<file path="src/rtl/fir_coef_loader.sv">
// ============================================================================
// Module   : fir_coef_loader
// Brief    : Streams FIR taps into a shadow register and commits them
//            atomically onto the parallel coefficient bus on a sample enable.
//            Optional checksum word enabled by FIR_COEF_CHECKSUM_EN.
// Revision : 1.0 - initial release
// ============================================================================
`default_nettype none

module fir_coef_loader #(
    parameter int DELAYS = 3,
    parameter int N      = 32
) (
    input  logic                    clk,
    input  logic                    rst,
    input  logic                    start,
    input  logic                    abort,
    input  logic [N-1:0]            coef_in,
    input  logic                    coef_valid,
    output logic                    coef_ready,
    input  logic                    ena,
    output logic [(DELAYS+1)*N-1:0] b_out,
    output logic                    busy,
    output logic                    done,
    output logic                    err
);

    localparam int                c_NTAPS = DELAYS + 1;
    localparam int                c_IDXW  = $clog2(c_NTAPS);
    localparam logic [c_IDXW-1:0] c_LAST  = c_IDXW'(DELAYS);

    typedef enum logic [1:0] {
        S_IDLE   = 2'd0,
        S_LOAD   = 2'd1,
        S_COMMIT = 2'd2
`ifdef FIR_COEF_CHECKSUM_EN
        , S_CHECK = 2'd3
`endif
    } state_t;

    state_t                  r_state;
    state_t                  w_state_nxt;
    logic [c_IDXW-1:0]       r_idx;
    logic [N-1:0]            r_shadow [c_NTAPS];
    logic [c_NTAPS*N-1:0]    w_shadow_flat;
    logic [c_NTAPS*N-1:0]    r_b_out;
    logic                    w_ready;
    logic                    w_wr;
    logic                    w_commit;
    logic                    w_err;
`ifdef FIR_COEF_CHECKSUM_EN
    logic [N-1:0]            r_sum;
`endif

    for (genvar k = 0; k < c_NTAPS; k++) begin : g_pack
        assign w_shadow_flat[k*N +: N] = r_shadow[k];
    end

    always_comb begin
        w_state_nxt = r_state;
        w_ready     = 1'b0;
        w_wr        = 1'b0;
        w_commit    = 1'b0;
        w_err       = 1'b0;
        case (r_state)
            S_IDLE: begin
                if (start) w_state_nxt = S_LOAD;
            end
            S_LOAD: begin
                w_ready = 1'b1;
                // Abort beats a simultaneous handshake; that word is dropped.
                if (abort) begin
                    w_err       = 1'b1;
                    w_state_nxt = S_IDLE;
                end else if (coef_valid) begin
                    w_wr = 1'b1;
                    if (r_idx == c_LAST) begin
`ifdef FIR_COEF_CHECKSUM_EN
                        w_state_nxt = S_CHECK;
`else
                        w_state_nxt = S_COMMIT;
`endif
                    end
                end
            end
`ifdef FIR_COEF_CHECKSUM_EN
            S_CHECK: begin
                w_ready = 1'b1;
                if (abort) begin
                    w_err       = 1'b1;
                    w_state_nxt = S_IDLE;
                end else if (coef_valid) begin
                    if (coef_in == r_sum) begin
                        w_state_nxt = S_COMMIT;
                    end else begin
                        w_err       = 1'b1;
                        w_state_nxt = S_IDLE;
                    end
                end
            end
`endif
            S_COMMIT: begin
                if (ena) begin
                    w_commit    = 1'b1;
                    w_state_nxt = S_IDLE;
                end
            end
            default: w_state_nxt = S_IDLE;
        endcase
    end

    always_ff @(posedge clk) begin
        if (rst) begin
            r_state <= S_IDLE;
            r_idx   <= '0;
            r_b_out <= '0;
            for (int k = 0; k < c_NTAPS; k++) r_shadow[k] <= '0;
`ifdef FIR_COEF_CHECKSUM_EN
            r_sum   <= '0;
`endif
        end else begin
            r_state <= w_state_nxt;
            if (r_state == S_IDLE && start) begin
                r_idx <= '0;
`ifdef FIR_COEF_CHECKSUM_EN
                r_sum <= '0;
`endif
            end
            if (w_wr) begin
                r_shadow[r_idx] <= coef_in;
                // Hold on the last tap so the index never exceeds DELAYS.
                if (r_idx != c_LAST) r_idx <= r_idx + c_IDXW'(1);
`ifdef FIR_COEF_CHECKSUM_EN
                r_sum <= r_sum + coef_in;
`endif
            end
            if (w_commit) r_b_out <= w_shadow_flat;
        end
    end

    // Pulses are masked during reset so no strobe escapes without its effect.
    assign coef_ready = w_ready;
    assign busy       = (r_state != S_IDLE);
    assign done       = w_commit & ~rst;
    assign err        = w_err & ~rst;
    assign b_out      = r_b_out;

endmodule

`default_nettype wire

</file>
<file path="config.mk">
export PLATFORM = sky130hd
export DESIGN_NAME = fir_coef_loader
export DESIGN_NICKNAME = d
export VERILOG_FILES = /design/src/rtl/fir_coef_loader.sv
export SDC_FILE = /design/constraint.sdc
export NUM_CORES = 1
export LEC_CHECK = 0
export BUFFER_PORTS_ARGS = -buffer_cell sky130_fd_sc_hd__buf_2
export CAP_MARGIN = 20
export CORE_AREA = 8 8 160 117
export DETAILED_ROUTE_END_ITERATION = 10
export DIE_AREA = 0 0 168 125
export GPL_TIMING_DRIVEN = 0
export MAX_ROUTING_LAYER = met4
export PLACE_DENSITY = 0.9
export SLEW_MARGIN = 10
export SYNTH_ARGS = -nofsm -noshare
export SYNTH_HDL_FRONTEND = slang
export SYNTH_SLANG_ARGS = --single-unit
export TNS_END_PERCENT = 10
</file>
<file path="constraint.sdc">
create_clock -name clk -period 7.1 [get_ports clk]
set_input_delay 0.355 -clock clk [delete_from_list [all_inputs] [get_ports clk]]
set_output_delay 0.355 -clock clk [all_outputs]
set_load 0.03 [all_outputs]
</file>
After elaboration in Yosys (flattened, before gate mapping). Memory sizes are Yosys's and may differ from the RTL's. A register that Yosys moved wholly into a read port is not among the register bits. Cells that the tools add are included.

$add $sub $neg: 1. Equality and inequality tests: 8. Muxes and demuxes: 25. Bitwise gates (word level): 3. Reductions and logical operators: 5.

Operators with widths (count): $mux W32 (1); $reduce_or A32 Y1 (1); $mux W2 (9); $mux W1 (14); $ne A2 B2 Y1 const B (3); $ne A3 B3 Y1 const B (2); $pmux W2 S3 (1); $eq A2 B2 Y1 const B (2); $reduce_and A4 Y1 (1); $add A2 B1 Y2 const B (1); $and A1 B1 Y1 (2); $eq A2 B1 Y1 const B (1); $logic_not A2 Y1 (1); $reduce_bool A2 Y1 (1); $logic_and A1 B1 Y1 (1); $not A1 Y1 (1).

Flip-flop bits (word level): 4. Memory bits (writable): 128. Bits of input ports: 38. Output and inout port bits: 132. Memories: 1.

Memory list: r_shadow (words 4, bits a word 32, read ports 4, clocked after memory_dff 4, wr ports 4, RTL line 44) `logic [N-1:0] r_shadow [c_NTAPS];`.

Depth between registers and ports, before layout. Gate-level depths: netlist of the first run.

Word-level depth: 8. Mapped depth: 5. Mapped depth without buffers: 4.

Worst setup path after synthesis of the first run. Ideal clock, no wire load.

Kind: register to register. From: reg r_idx[1]. To: mem r_shadow[2][0] (enable). Setup time: 0.470 ns. Data arrival time: 3.064 ns. Required time: 6.630 ns. Path slack: 3.566 ns. Cell stages (with the launch flop): 3. Path buffers: 0. Cells stage by stage: dfxtp_1 > inv_1 > o31ai_1.

RTL lines: from (decl) (RTL line 43) `logic [c_IDXW-1:0] r_idx;`; from (signal assigned) (RTL line 132) `if (r_idx != c_LAST) r_idx <= r_idx + c_IDXW'(1);`; to (decl) (RTL line 44).

==> results of run 1 <==
## state kept, by name, indices dropped and copies added, names as in the netlist
signal    cells
r_shadow    128
r_idx         2
r_state       2
b_out       128
## logic make-up (layout without fill, tap and decap cells)
| family | after synthesis | in the layout | share of synthesized area |
|---|---|---|---|
| buffers and inverters | 57 | 273 | 0.02323 |
| adders and majority gates | 1 | 1 | 0.001335 |
| other | 0 | 1 | 0 |
| and+or+nand+nor | 407 | 407 | 0.2095 |
| AOI/OAI and AO/OA | 137 | 137 | 0.07395 |
| DFF | 260 | 260 | 0.6920 |
## cell type report
type,count,area [sq um],area share
sequential,260,6486,0.5728
multi-input combinational,545,2694,0.2379
timing repair buffer,172,895.9,0.07912
clock buffer,32,681.9,0.06022
tap,210,262.8,0.02320
buffer,55,210.2,0.01856
clock inverter,12,82.58,0.007293
inverter,2,7.507,0.0006630
antenna,1,2.502,0.0002210
## critical path: cells and delay by family (launching register included)
| family | cells | cell delay, ns |
|---|---|---|
| flops | 1 | 0.44 |
| simple gates | 3 | 1.73 |
## final timing paths
check,to,startpoint,depth (start not counted)
max,r_shadow[1][11],r_state[0],3
min reg2reg,b_out[75],b_out[75],2
max reg2reg,r_shadow[1][11],r_state[0],3
min,r_shadow[1][0],coef_in[0],2
## metrics by stage
| stage | utilization | instance area (sq um) | power (W) | hold WS (ns) |
|---|---|---|---|---|
| detailed placement | 0.6411 | 10560 | 0.001716 | 0.4434 |
| global route | 0.6877 | 11320 | 0.003013 | 0.1521 |
| CTS | 0.6875 | 11320 | 0.002944 | 0.1331 |
| global placement | 0.6366 | 10480 | 0.001711 | 0.4384 |
| finish | 0.6877 | 11320 | 0.002939 | 0.1459 |
| floorplan | - | 9373 | 0.001673 | 0.4713 |
## placed cells by master, fill, tap and decap left out, types with 7 or more instances in the layout
| master | synthesis | routed |
|---|---|---|
| sky130_fd_sc_hd__edfxtp_1 | 128 | 128 |
| sky130_fd_sc_hd__clkbuf_1 | 49 | 53 |
| sky130_fd_sc_hd__dfxtp_1 | 132 | 132 |
| sky130_fd_sc_hd__buf_2 | 0 | 169 |
| sky130_fd_sc_hd__nand2_1 | 258 | 258 |
| sky130_fd_sc_hd__and2_1 | 128 | 128 |
| sky130_fd_sc_hd__a21oi_1 | 133 | 133 |
| sky130_fd_sc_hd__clkbuf_16 | 0 | 25 |
| sky130_fd_sc_hd__clkinv_2 | 0 | 7 |
## power by group through the flow
stage | Clock [W] | Combinational (W) | Sequential [W]
3_3_place_gp | 0 | 0.0000681 | 0.00164
2_1_floorplan | 0 | 0.0000333 | 0.00164
6_report | 0.00126 | 0.0000747 | 0.00161
4_1_cts | 0.00126 | 0.0000746 | 0.00161
3_5_place_dp | 0 | 0.0000743 | 0.00164
5_1_grt | 0.00132 | 0.0000803 | 0.00161
## metal layers
layer / wire [um] / global-route usage / vias up
met5: 0 / - / -
met4: 493 / 0.05340 / 0
met3: 2597 / 0.06382 / 42
met2: 11420 / 0.3749 / 345
met1: 10180 / 0.2979 / 3390
li1: - / - / 3253
==> flow_metrics.py, run 1 <==
metrics = {
    "timing": {
        "timing.clock.skew_ns": 0.01711,
        "post-route-worst-setup-slack_ns": 4.527,
        "final-hold-violation-count": 0,
        "post-route-period-util": 0.3624,
        "clock.fmax_ghz": 0.3886,
        "timing.setup.tns_ns": 0,
        "relSlewSlack": 0.3754,
        "setup_viol": 0,
        "max_slew.worst_pin.slew_ns": 0.9369,
        "timing_max_transition_violations_final": 0,
        "grt_setup_unrepaired": "false",
        "period_minus_slack_ns": 2.573,
    },
    "clock_tree": {
        "cts.sink_count": 260,
        "postCtsSetupBuffers": 0,
        "cts.path.max_buffers": 3,
        "cts_tree": "done",
        "clock_insertion_delay_worst_skew_ns": 0.52,
        "path_clk_slew_ns": 0.07,
        "number_of_instances_resized_during_post_cts_repair": 0,
        "ctsHtreeMaxLevel": 1,
        "clk_root_buffer_cell": "sky130_fd_sc_hd__clkbuf_16",
        "tritoncts.num_buffers": 24,
        "cts_hold_repair.buffers": 0,
    },
    "die": {
        "std_cell_rows": 40,
        "initial_utilization": 0.5692,
        "ios": 170,
        "core-area_sq_um": 16470,
        "fp.dieH_um": 125,
        "die-area_sq_um": 21000,
        "die-width_um": 168,
    },
    "setup_path": {
        "worst_setup_path_end_kind": "register",
        "crit_path_top_delay_cell": "sky130_fd_sc_hd__or2_2",
        "crit_path_start_kind": "register",
        "worst_ep_required_ns": 7.22,
        "max_stage_delay_ns": 0.82,
        "cp_max_fo": 32,
        "worstPathArrival_ns": 2.70,
        "crit_chain": "or3b_4 > nor4b_4 > or2_2",
        "setup.worst_path.class": "register to register",
        "r2r_slack_ns": 4.53,
    },
    "logic_synthesis": {
        "ys_warn_count": 0,
        "yosysTopAreaCellShare": 0.4101,
        "postSynthRegisterBits": 260,
        "yosys_most_used_dff": "sky130_fd_sc_hd__dfxtp_1",
        "synth-edff-count": 128,
        "synth.yosys.seq_area_share": 0.6920,
        "postSynthAreaPerCell_sq_um": 10.87,
        "syn-num-nets": 901,
        "synth.most_common_cell": "sky130_fd_sc_hd__nand2_1",
        "netlist_top_cells_area": "sky130_fd_sc_hd__edfxtp_1 (41%), sky130_fd_sc_hd__dfxtp_1 (28%), sky130_fd_sc_hd__nand2_1 (10%)",
        "synth.distinct_cells": 28,
        "synth_common_cells": "sky130_fd_sc_hd__nand2_1 (258), sky130_fd_sc_hd__a21oi_1 (133), sky130_fd_sc_hd__dfxtp_1 (132), sky130_fd_sc_hd__and2_1 (128), sky130_fd_sc_hd__edfxtp_1 (128)",
        "synth-async-reset-ratio": 0,
        "netlist_instances": 862,
        "synth_top_area_cell": "sky130_fd_sc_hd__edfxtp_1",
        "synth.cell_area_sq_um": 9373,
    },
    "place": {
        "weighted_congestion_at_the_end_of_routability_driven_global_placement": 0.8247,
        "placed_cells": 1244,
        "place_worst_setup_slack_ns": 4.463,
        "port_buffers": 169,
        "half_perimeter_wire_length_after_placement_um": 17060,
    },
    "route": {
        "number_of_remaining_drc_errors": 0,
        "detailroute.via_count": 7030,
        "drtAntennaViolNets": 0,
        "routed_via_density": 5.454,
        "routed_wl_um": 24690,
        "initialDrtViolationCount": 662,
        "dr.pass1.iters": 5,
        "wl_per_cell_um": 19.16,
    },
    "global_route": {
        "number_of_antenna_violations_at_the_first_check_in_global_routing": 1,
        "grt_pass1_wl_um": 37870,
        "global_route.overflow_total": 0,
        "pin_count_of_the_biggest_net_entering_global_routing": 33,
        "number_of_global_route_vias_before_repair": 6966,
        "grtUsageTotal": 0.2354,
    },
    "run_status": {
        "result_of_the_run": "completed",
    },
    "hold_path": {
        "hold_path_class": "primary input to register",
    },
    "layout": {
        "instances_no_fill": 1289,
        "area_growth_syn_to_layout_pct": 20.81,
        "drive_above_1_share": 0.2059,
        "num-fill-cells": 1198,
        "design.final.nets": 1099,
    },
    "pwr": {
        "p_clk_frac": 0.427,
        "total_switching_power_w": 0.0006089,
        "switching_share": 0.2072,
        "pwr_density_cell_nw_per_um2": 259.6,
        "power.share.combinational": 0.025,
        "power.ir.vdd_worst_mv": 0.1864,
        "internal-power_w": 0.002330,
        "seqPwrFrac": 0.547,
        "static-leakage-power_nw": 4.460,
    },
    "job": {
        "max_cap_violations": 0,
    },
}
(Power assumes the default switching activity.)
==> run 2: changes to the inputs <==
--- a/config.mk
+++ b/config.mk
@@ -5,14 +5,15 @@
 export SDC_FILE = /design/constraint.sdc
 export NUM_CORES = 1
 export LEC_CHECK = 0
+export ABC_AREA = 1
 export BUFFER_PORTS_ARGS = -buffer_cell sky130_fd_sc_hd__buf_2
 export CAP_MARGIN = 20
-export CORE_AREA = 8 8 160 117
+export CORE_AREA = 8 8 174 127
 export DETAILED_ROUTE_END_ITERATION = 10
-export DIE_AREA = 0 0 168 125
+export DIE_AREA = 0 0 182 135
 export GPL_TIMING_DRIVEN = 0
 export MAX_ROUTING_LAYER = met4
-export PLACE_DENSITY = 0.9
+export PLACE_DENSITY = 0.81
 export SLEW_MARGIN = 10
 export SYNTH_ARGS = -nofsm -noshare
 export SYNTH_HDL_FRONTEND = slang
==> constraint.sdc (replaced) <==
create_clock -name clk -period 2.3 [get_ports clk]
set_input_delay 0.115 -clock clk [delete_from_list [all_inputs] [get_ports clk]]
set_output_delay 0.115 -clock clk [all_outputs]
set_load 0.03 [all_outputs]
==> run 2 against run 1 <==
Via count up 1.6%. Die area rose by 17%. Final cell count grew 9.8%.
==> flow_metrics.py, run 2 <==
metrics = {
    "logic_synthesis": {
        "postSynthAreaPerCell_sq_um": 10.33,
        "synth_fa_ha_area_frac": 0.001323,
        "syn-num-nets": 955,
        "post_synth_xor_area_fraction": 0,
        "synth-async-reset-ratio": 0,
        "yosys_most_used_dff": "sky130_fd_sc_hd__dfxtp_1",
        "post_synth_mux_area_share": 0,
        "synth.distinct_cells": 20,
        "synth_compound_gate_area_share": 0.1371,
        "netlist_top_cells_area": "sky130_fd_sc_hd__edfxtp_1 (41%), sky130_fd_sc_hd__dfxtp_1 (28%), sky130_fd_sc_hd__a21oi_1 (6.9%)",
        "synth.most_common_cell": "sky130_fd_sc_hd__inv_1",
        "synth_top_area_cell": "sky130_fd_sc_hd__edfxtp_1",
        "synth-simple-area-share": 0.07871,
        "yosysTopAreaCellShare": 0.4064,
        "ys_warn_count": 0,
        "synth-edff-count": 128,
        "dominant_combinational_cell_family_by_area_after_synthesis": "compound AO/OA/AOI/OAI gates",
        "synth.yosys.seq_area_share": 0.6858,
        "synth.cell_area_sq_um": 9458,
        "synth_common_cells": "sky130_fd_sc_hd__inv_1 (170), sky130_fd_sc_hd__dfxtp_1 (132), sky130_fd_sc_hd__a21oi_1 (130), sky130_fd_sc_hd__o21ai_0 (129), sky130_fd_sc_hd__edfxtp_1 (128)",
        "netlist_instances": 916,
        "postSynthRegisterBits": 260,
    },
    "timing": {
        "max_slew.worst_pin.slew_ns": 0.8422,
        "grt_setup_unrepaired": "false",
        "timing.setup.tns_ns": 0,
        "final-hold-violation-count": 0,
        "timing.clock.skew_ns": 0.01045,
        "timing_max_transition_violations_final": 0,
        "post-route-worst-setup-slack_ns": 0.1126,
        "clock.fmax_ghz": 0.4572,
        "setup_viol": 0,
        "post-route-period-util": 0.9511,
        "relSlewSlack": 0.4366,
        "period_minus_slack_ns": 2.187,
    },
    "setup_path": {
        "reg2reg_from": "r_state[1]",
        "reg2reg_to": "r_shadow[1][1]",
        "setup.worst_path.class": "register to register",
        "crit_chain": "inv_2 > nand2_2 > nor3_2 > nand3_2 > buf_2 > nand2_2 > buf_16",
        "max_stage_delay_ns": 0.40,
        "worst_setup_path_end_kind": "register",
        "timing.reg2reg.worst_path_depth": 7,
        "crit_path_frequent_cell": "sky130_fd_sc_hd__nand2_2",
        "cp_max_fo": 20,
        "crit_path_top_delay_cell": "sky130_fd_sc_hd__nand2_2",
        "worstPathArrival_ns": 2.40,
        "r2r_slack_ns": 0.11,
        "worst_ep_required_ns": 2.51,
        "crit_path_start_kind": "register",
    },
    "place": {
        "place_worst_setup_slack_ns": 0.04967,
        "weighted_congestion_at_the_end_of_routability_driven_global_placement": 0.8795,
        "port_buffers": 169,
        "half_perimeter_wire_length_after_placement_um": 17880,
        "placed_cells": 1334,
    },
    "layout": {
        "multiInputGateArea_sq_um": 2077,
        "layout.cells.most_common_list": "sky130_fd_sc_hd__buf_2 (204), sky130_fd_sc_hd__inv_1 (170), sky130_fd_sc_hd__dfxtp_1 (132)",
        "regArea_sq_um": 6486,
        "instances_no_fill": 1415,
        "area_growth_syn_to_layout_pct": 24.75,
        "most_common_library_cell_in_the_layout_ignoring_fill_and_taps": "sky130_fd_sc_hd__buf_2",
        "drive_above_1_share": 0.2254,
        "design.final.nets": 1187,
        "num-fill-cells": 1631,
    },
    "die": {
        "fp.dieH_um": 135,
        "core-area_sq_um": 19370,
        "die-width_um": 182,
        "initial_utilization": 0.4883,
        "ios": 170,
        "die-area_sq_um": 24570,
        "std_cell_rows": 43,
    },
    "global_route": {
        "pin_count_of_the_biggest_net_entering_global_routing": 33,
        "grtUsageTotal": 0.2103,
        "number_of_antenna_violations_at_the_first_check_in_global_routing": 1,
        "global_route.overflow_total": 0,
        "grt_pass1_wl_um": 39540,
        "number_of_global_route_vias_before_repair": 7189,
    },
    "route": {
        "dr.pass1.iters": 5,
        "initialDrtViolationCount": 581,
        "number_of_remaining_drc_errors": 0,
        "routed_wl_um": 25650,
        "drtAntennaViolNets": 0,
        "wl_per_cell_um": 18.13,
        "routed_via_density": 5.047,
        "detailroute.via_count": 7142,
    },
    "clock_tree": {
        "clk_root_buffer_cell": "sky130_fd_sc_hd__clkbuf_16",
        "cts_tree": "done",
        "ctsHtreeMaxLevel": 1,
        "cts.sink_count": 260,
        "cts.path.max_buffers": 3,
        "tritoncts.num_buffers": 25,
        "clock_insertion_delay_worst_skew_ns": 0.52,
        "path_clk_slew_ns": 0.06,
    },
    "pwr": {
        "static-leakage-power_nw": 4.888,
        "pwr_density_cell_nw_per_um2": 858.7,
        "power.ir.vdd_worst_mv": 0.5214,
    },
    "run_status": {
        "result_of_the_run": "completed",
    },
    "job": {
        "max_cap_violations": 0,
    },
    "hold_path": {
        "min_from": "coef_in[17]",
        "worst_hold_path.endpoint": "r_shadow[3][17]",
        "worstHoldPathCells": 3,
        "hold_path_class": "primary input to register",
    },
}
[run 2: cell count changes in the layout (fill, tap and decap cells not counted), sizes merged, moves of 4 or more]
cell         previous run  this run
nand2                 258        20
inv                     3       173
and2                  128         0
o21ai                   1       129
nor2                    3       105
buf                   175       209
dlygate4sd3             0        34
nor3                    0        34
clkbuf                 84        57
nand3                   0         7
clkinv                 10         6
[run 2: metal layers]
layer | wire length (um) | vias to the layer above | GRT usage
met1 | 11230 | 3355 | 0.2736
met2 | 11510 | 306 | 0.3303
met3 | 2539 | 36 | 0.05717
met4 | 375 | 0 | 0.03769
met5 | 0 | - | -
li1 | - | 3445 | -
[run 2: worst max path at each step]
stage | to | from | depth (start not counted) | slack [ns]
4_1_cts | r_shadow[0][11] | r_state[1] | 6 | 0.04
5_1_grt | r_shadow[1][4] | r_state[1] | 7 | 0.02
3_5_place_dp | r_shadow[0][13] | r_state[1] | 6 | 0.05
6_report | r_shadow[1][1] | r_state[1] | 7 | 0.11
2_1_floorplan | r_shadow[2][0] | r_state[1] | 6 | 0.21
3_3_place_gp | r_shadow[1][13] | r_state[1] | 6 | -0.48
[run 2: critical path: cells and delay by family (launching register included)]
family                 cells  cell delay [ns]
AND/OR/NAND/NOR            4             0.94
flip-flops                 1             0.35
buffers and inverters      3             0.59
[run 2: per-stage QoR]
stage / hold WS [ns] / area [sq um] / utilization / power (W)
5_1_grt: 0.02079 / 11800 / 0.6092 / 0.01047
4_1_cts: 0.003049 / 11790 / 0.6088 / 0.01018
3_3_place_gp: 0.3902 / 10620 / 0.5481 / 0.006270
3_5_place_dp: 0.4142 / 10690 / 0.5517 / 0.006311
2_1_floorplan: 0.1841 / 9462 / - / 0.005917
6_report: 0.01245 / 11800 / 0.6092 / 0.01013
[run 2: what timing repair did]
item | 4_1_cts | 5_1_grt
hold buffers | 34 | 0
setup buffers | 0 | 0
hold endpoints to repair | 88 | 0
setup endpoints to repair | 0 | 32
gates resized for setup | 0 | 1
[run 2: area by class of cell]
type	instances	share of cell area
sequential	260	0.5497
multi-input combinational	426	0.1760
timing repair buffer	205	0.1052
clock buffer	37	0.05854
inverter	172	0.05472
tap	247	0.02619
buffer	58	0.02312
clock inverter	9	0.006257
antenna	1	0.0002121
[run 2: where the power goes]
group          switching [W]  internal [W]  leakage, nW
combinational       0.000782      0.000302         2.12
sequential         0.0000971       0.00508         2.39
clock                0.00167       0.00219        0.372
[run 2: cell families after synthesis]
kind of cell               after synthesis
AOI/OAI and AO/OA                      259
DFF                                    260
buffers and inverters                  230
adders and majority gates                1
and+or+nand+nor                        166
==> run 3: changes to the inputs <==
==> constraint.sdc (replaced) <==
create_clock -name clk -period 2.3 [get_ports clk]
set_input_delay 0.46 -clock clk [delete_from_list [all_inputs] [get_ports clk]]
set_output_delay 0.46 -clock clk [all_outputs]
set_load 0.03 [all_outputs]
==> run 3 against run 2 <==
First-iteration DRC count is 3.6% higher. Routed wire length decreased by 2.4%. Sequential power is essentially flat. Fmax is 0.98% lower. Clock power hardly changed. Via count decreased by 1.6%. Flip-flop and latch count did not move. Clock skew down 0.0024 ns. Critical path depth down 1. Sequential share of layout area up 1.6 points. Non-clock buffer count down 34. Largest cell class unchanged.
==> flow_metrics.py, run 3 (synthesis results as in run 2) <==
metrics = {
    "timing": {
        "timing_max_transition_violations_final": 0,
        "grt_setup_unrepaired": "false",
        "setup_viol": 0,
        "final-hold-violation-count": 0,
        "timing.clock.skew_ns": 0.008053,
        "post-route-period-util": 0.9605,
        "period_minus_slack_ns": 2.209,
        "clock.fmax_ghz": 0.4527,
        "timing.setup.tns_ns": 0,
        "max_slew.worst_pin.slew_ns": 0.8403,
        "relSlewSlack": 0.4378,
    },
    "layout": {
        "most_common_library_cell_in_the_layout_ignoring_fill_and_taps": "sky130_fd_sc_hd__buf_2",
        "drive_above_1_share": 0.2339,
        "area_growth_syn_to_layout_pct": 21.34,
        "layout.cells.most_common_list": "sky130_fd_sc_hd__buf_2 (201), sky130_fd_sc_hd__inv_1 (170), sky130_fd_sc_hd__dfxtp_1 (131)",
        "num-fill-cells": 1669,
        "design.final.nets": 1153,
        "fin_util": 0.5925,
        "fin_area_sq_um": 11480,
    },
    "setup_path": {
        "crit_path_top_delay_cell": "sky130_fd_sc_hd__nand2_2",
        "r2r_slack_ns": 0.09,
        "reg2reg_from": "r_state[0]",
        "max_stage_delay_ns": 0.42,
        "path_buf_inv": 2,
        "setup.worst_path.class": "register to register",
        "worst_ep_required_ns": 2.52,
        "crit_chain": "nand2_2 > nor3_2 > nand3_2 > buf_2 > nand2_2 > buf_16",
        "crit_path_start_kind": "register",
        "crit_path_frequent_cell": "sky130_fd_sc_hd__nand2_2",
        "cp_max_fo": 20,
        "worstPathArrival_ns": 2.43,
        "worst_setup_path_end_kind": "register",
        "path_delay_family": "simple AND/OR/NAND/NOR gates",
        "critical_path.startpoint": "r_state[0]",
    },
    "die": {
        "initial_utilization": 0.4883,
        "std_cell_rows": 43,
        "fp.dieH_um": 135,
        "die-area_sq_um": 24570,
        "ios": 170,
        "die-width_um": 182,
        "core-area_sq_um": 19370,
    },
    "route": {
        "routed_wl_um": 25050,
        "wl_per_cell_um": 18.14,
        "routed_via_density": 5.087,
        "initialDrtViolationCount": 602,
        "drtAntennaViolNets": 0,
        "detailroute.via_count": 7025,
        "dr.pass1.iters": 5,
        "number_of_remaining_drc_errors": 0,
    },
    "place": {
        "half_perimeter_wire_length_after_placement_um": 17880,
        "post_dp_cell_area_sq_um": 10690,
        "weighted_congestion_at_the_end_of_routability_driven_global_placement": 0.8795,
        "port_buffers": 169,
    },
    "clock_tree": {
        "tritoncts.num_buffers": 25,
        "clock_insertion_delay_worst_skew_ns": 0.52,
        "clk_root_buffer_cell": "sky130_fd_sc_hd__clkbuf_16",
        "cts.path.max_buffers": 3,
        "ctsHtreeMaxLevel": 1,
        "postCtsSetupBuffers": 0,
        "path_clk_slew_ns": 0.06,
        "cts.sink_count": 260,
        "cts_tree": "done",
        "cts_hold_repair.buffers": 0,
    },
    "job": {
        "max_cap_violations": 0,
    },
    "hold_path": {
        "min_from": "rst",
        "hold_path_class": "primary input to register",
    },
    "global_route": {
        "global_route.overflow_total": 0,
        "number_of_global_route_vias_before_repair": 6961,
        "grtUsageTotal": 0.2034,
        "grt_pass1_wl_um": 38140,
        "number_of_antenna_violations_at_the_first_check_in_global_routing": 1,
        "pin_count_of_the_biggest_net_entering_global_routing": 33,
    },
    "pwr": {
        "power.ir.vdd_worst_mv": 0.5203,
        "post-layout-total-power_w": 0.01009,
        "static-leakage-power_nw": 4.750,
        "pwr_density_cell_nw_per_um2": 878.9,
    },
    "run_status": {
        "result_of_the_run": "completed",
    },
}
run 3: where the power goes:
part	internal, W	switching [W]	leakage (nW)
logic	0.000266	0.000772	1.98
clock network	0.00219	0.00168	0.372
registers	0.00508	0.0000975	2.39
run 3: worst register-to-register path: stages (launching register included):
cell and delay (ns):
sky130_fd_sc_hd__dfxtp_1 0.39, sky130_fd_sc_hd__nand2_2 0.10, sky130_fd_sc_hd__nor3_2 0.25, sky130_fd_sc_hd__nand3_2 0.22
sky130_fd_sc_hd__buf_2 0.28, sky130_fd_sc_hd__nand2_2 0.42, sky130_fd_sc_hd__buf_16 0.24
run 3: layout make-up:
class / instances / area, sq um / area share
diodes: 1 / 2.502 / 0.0002181
inverters: 172 / 645.6 / 0.05626
flip-flops and latches: 260 / 6487 / 0.5653
clock inverters: 9 / 73.82 / 0.006433
well taps: 247 / 309.0 / 0.02693
plain buffers: 58 / 281.5 / 0.02453
clock buffers: 37 / 690.7 / 0.06018
repair buffers: 171 / 903.4 / 0.07872
multi-input cells: 426 / 2082 / 0.1814
run 3: path summary, 6_finish.rpt:
check                         end  cells past startpoint
setup reg to reg  r_shadow[1][11]                      6
hold / removal         r_state[0]                      2
hold reg to reg         b_out[67]                      2
setup / recovery  r_shadow[1][11]                      6
run 3: through the flow:
stage / hold slack, ns / instances / setup WS (ns)
5_1_grt: 0.2132 / 1381 / 0.01459
3_5_place_dp: 0.4329 / 1334 / -0.2398
3_3_place_gp: 0.4275 / 1332 / -0.7514
2_1_floorplan: 0.4862 / 916 / 0.04824
6_report: 0.2299 / 1381 / 0.09096
4_1_cts: 0.2151 / 1380 / 0.03564
run 3: timing repair:
item / in CTS / in global routing
resized for setup: 2 / 5
pin swaps: 0 / 0
endpoints found under the setup margin: 1 / 33
run 3: routing by layer:
metal,up-vias,part of all wire,track usage
li1,3384,-,-
met1,3315,0.44,0.2713
met2,295,0.45,0.3139
met3,31,0.095,0.05287
met4,0,0.013,0.03451
met5,-,0,-
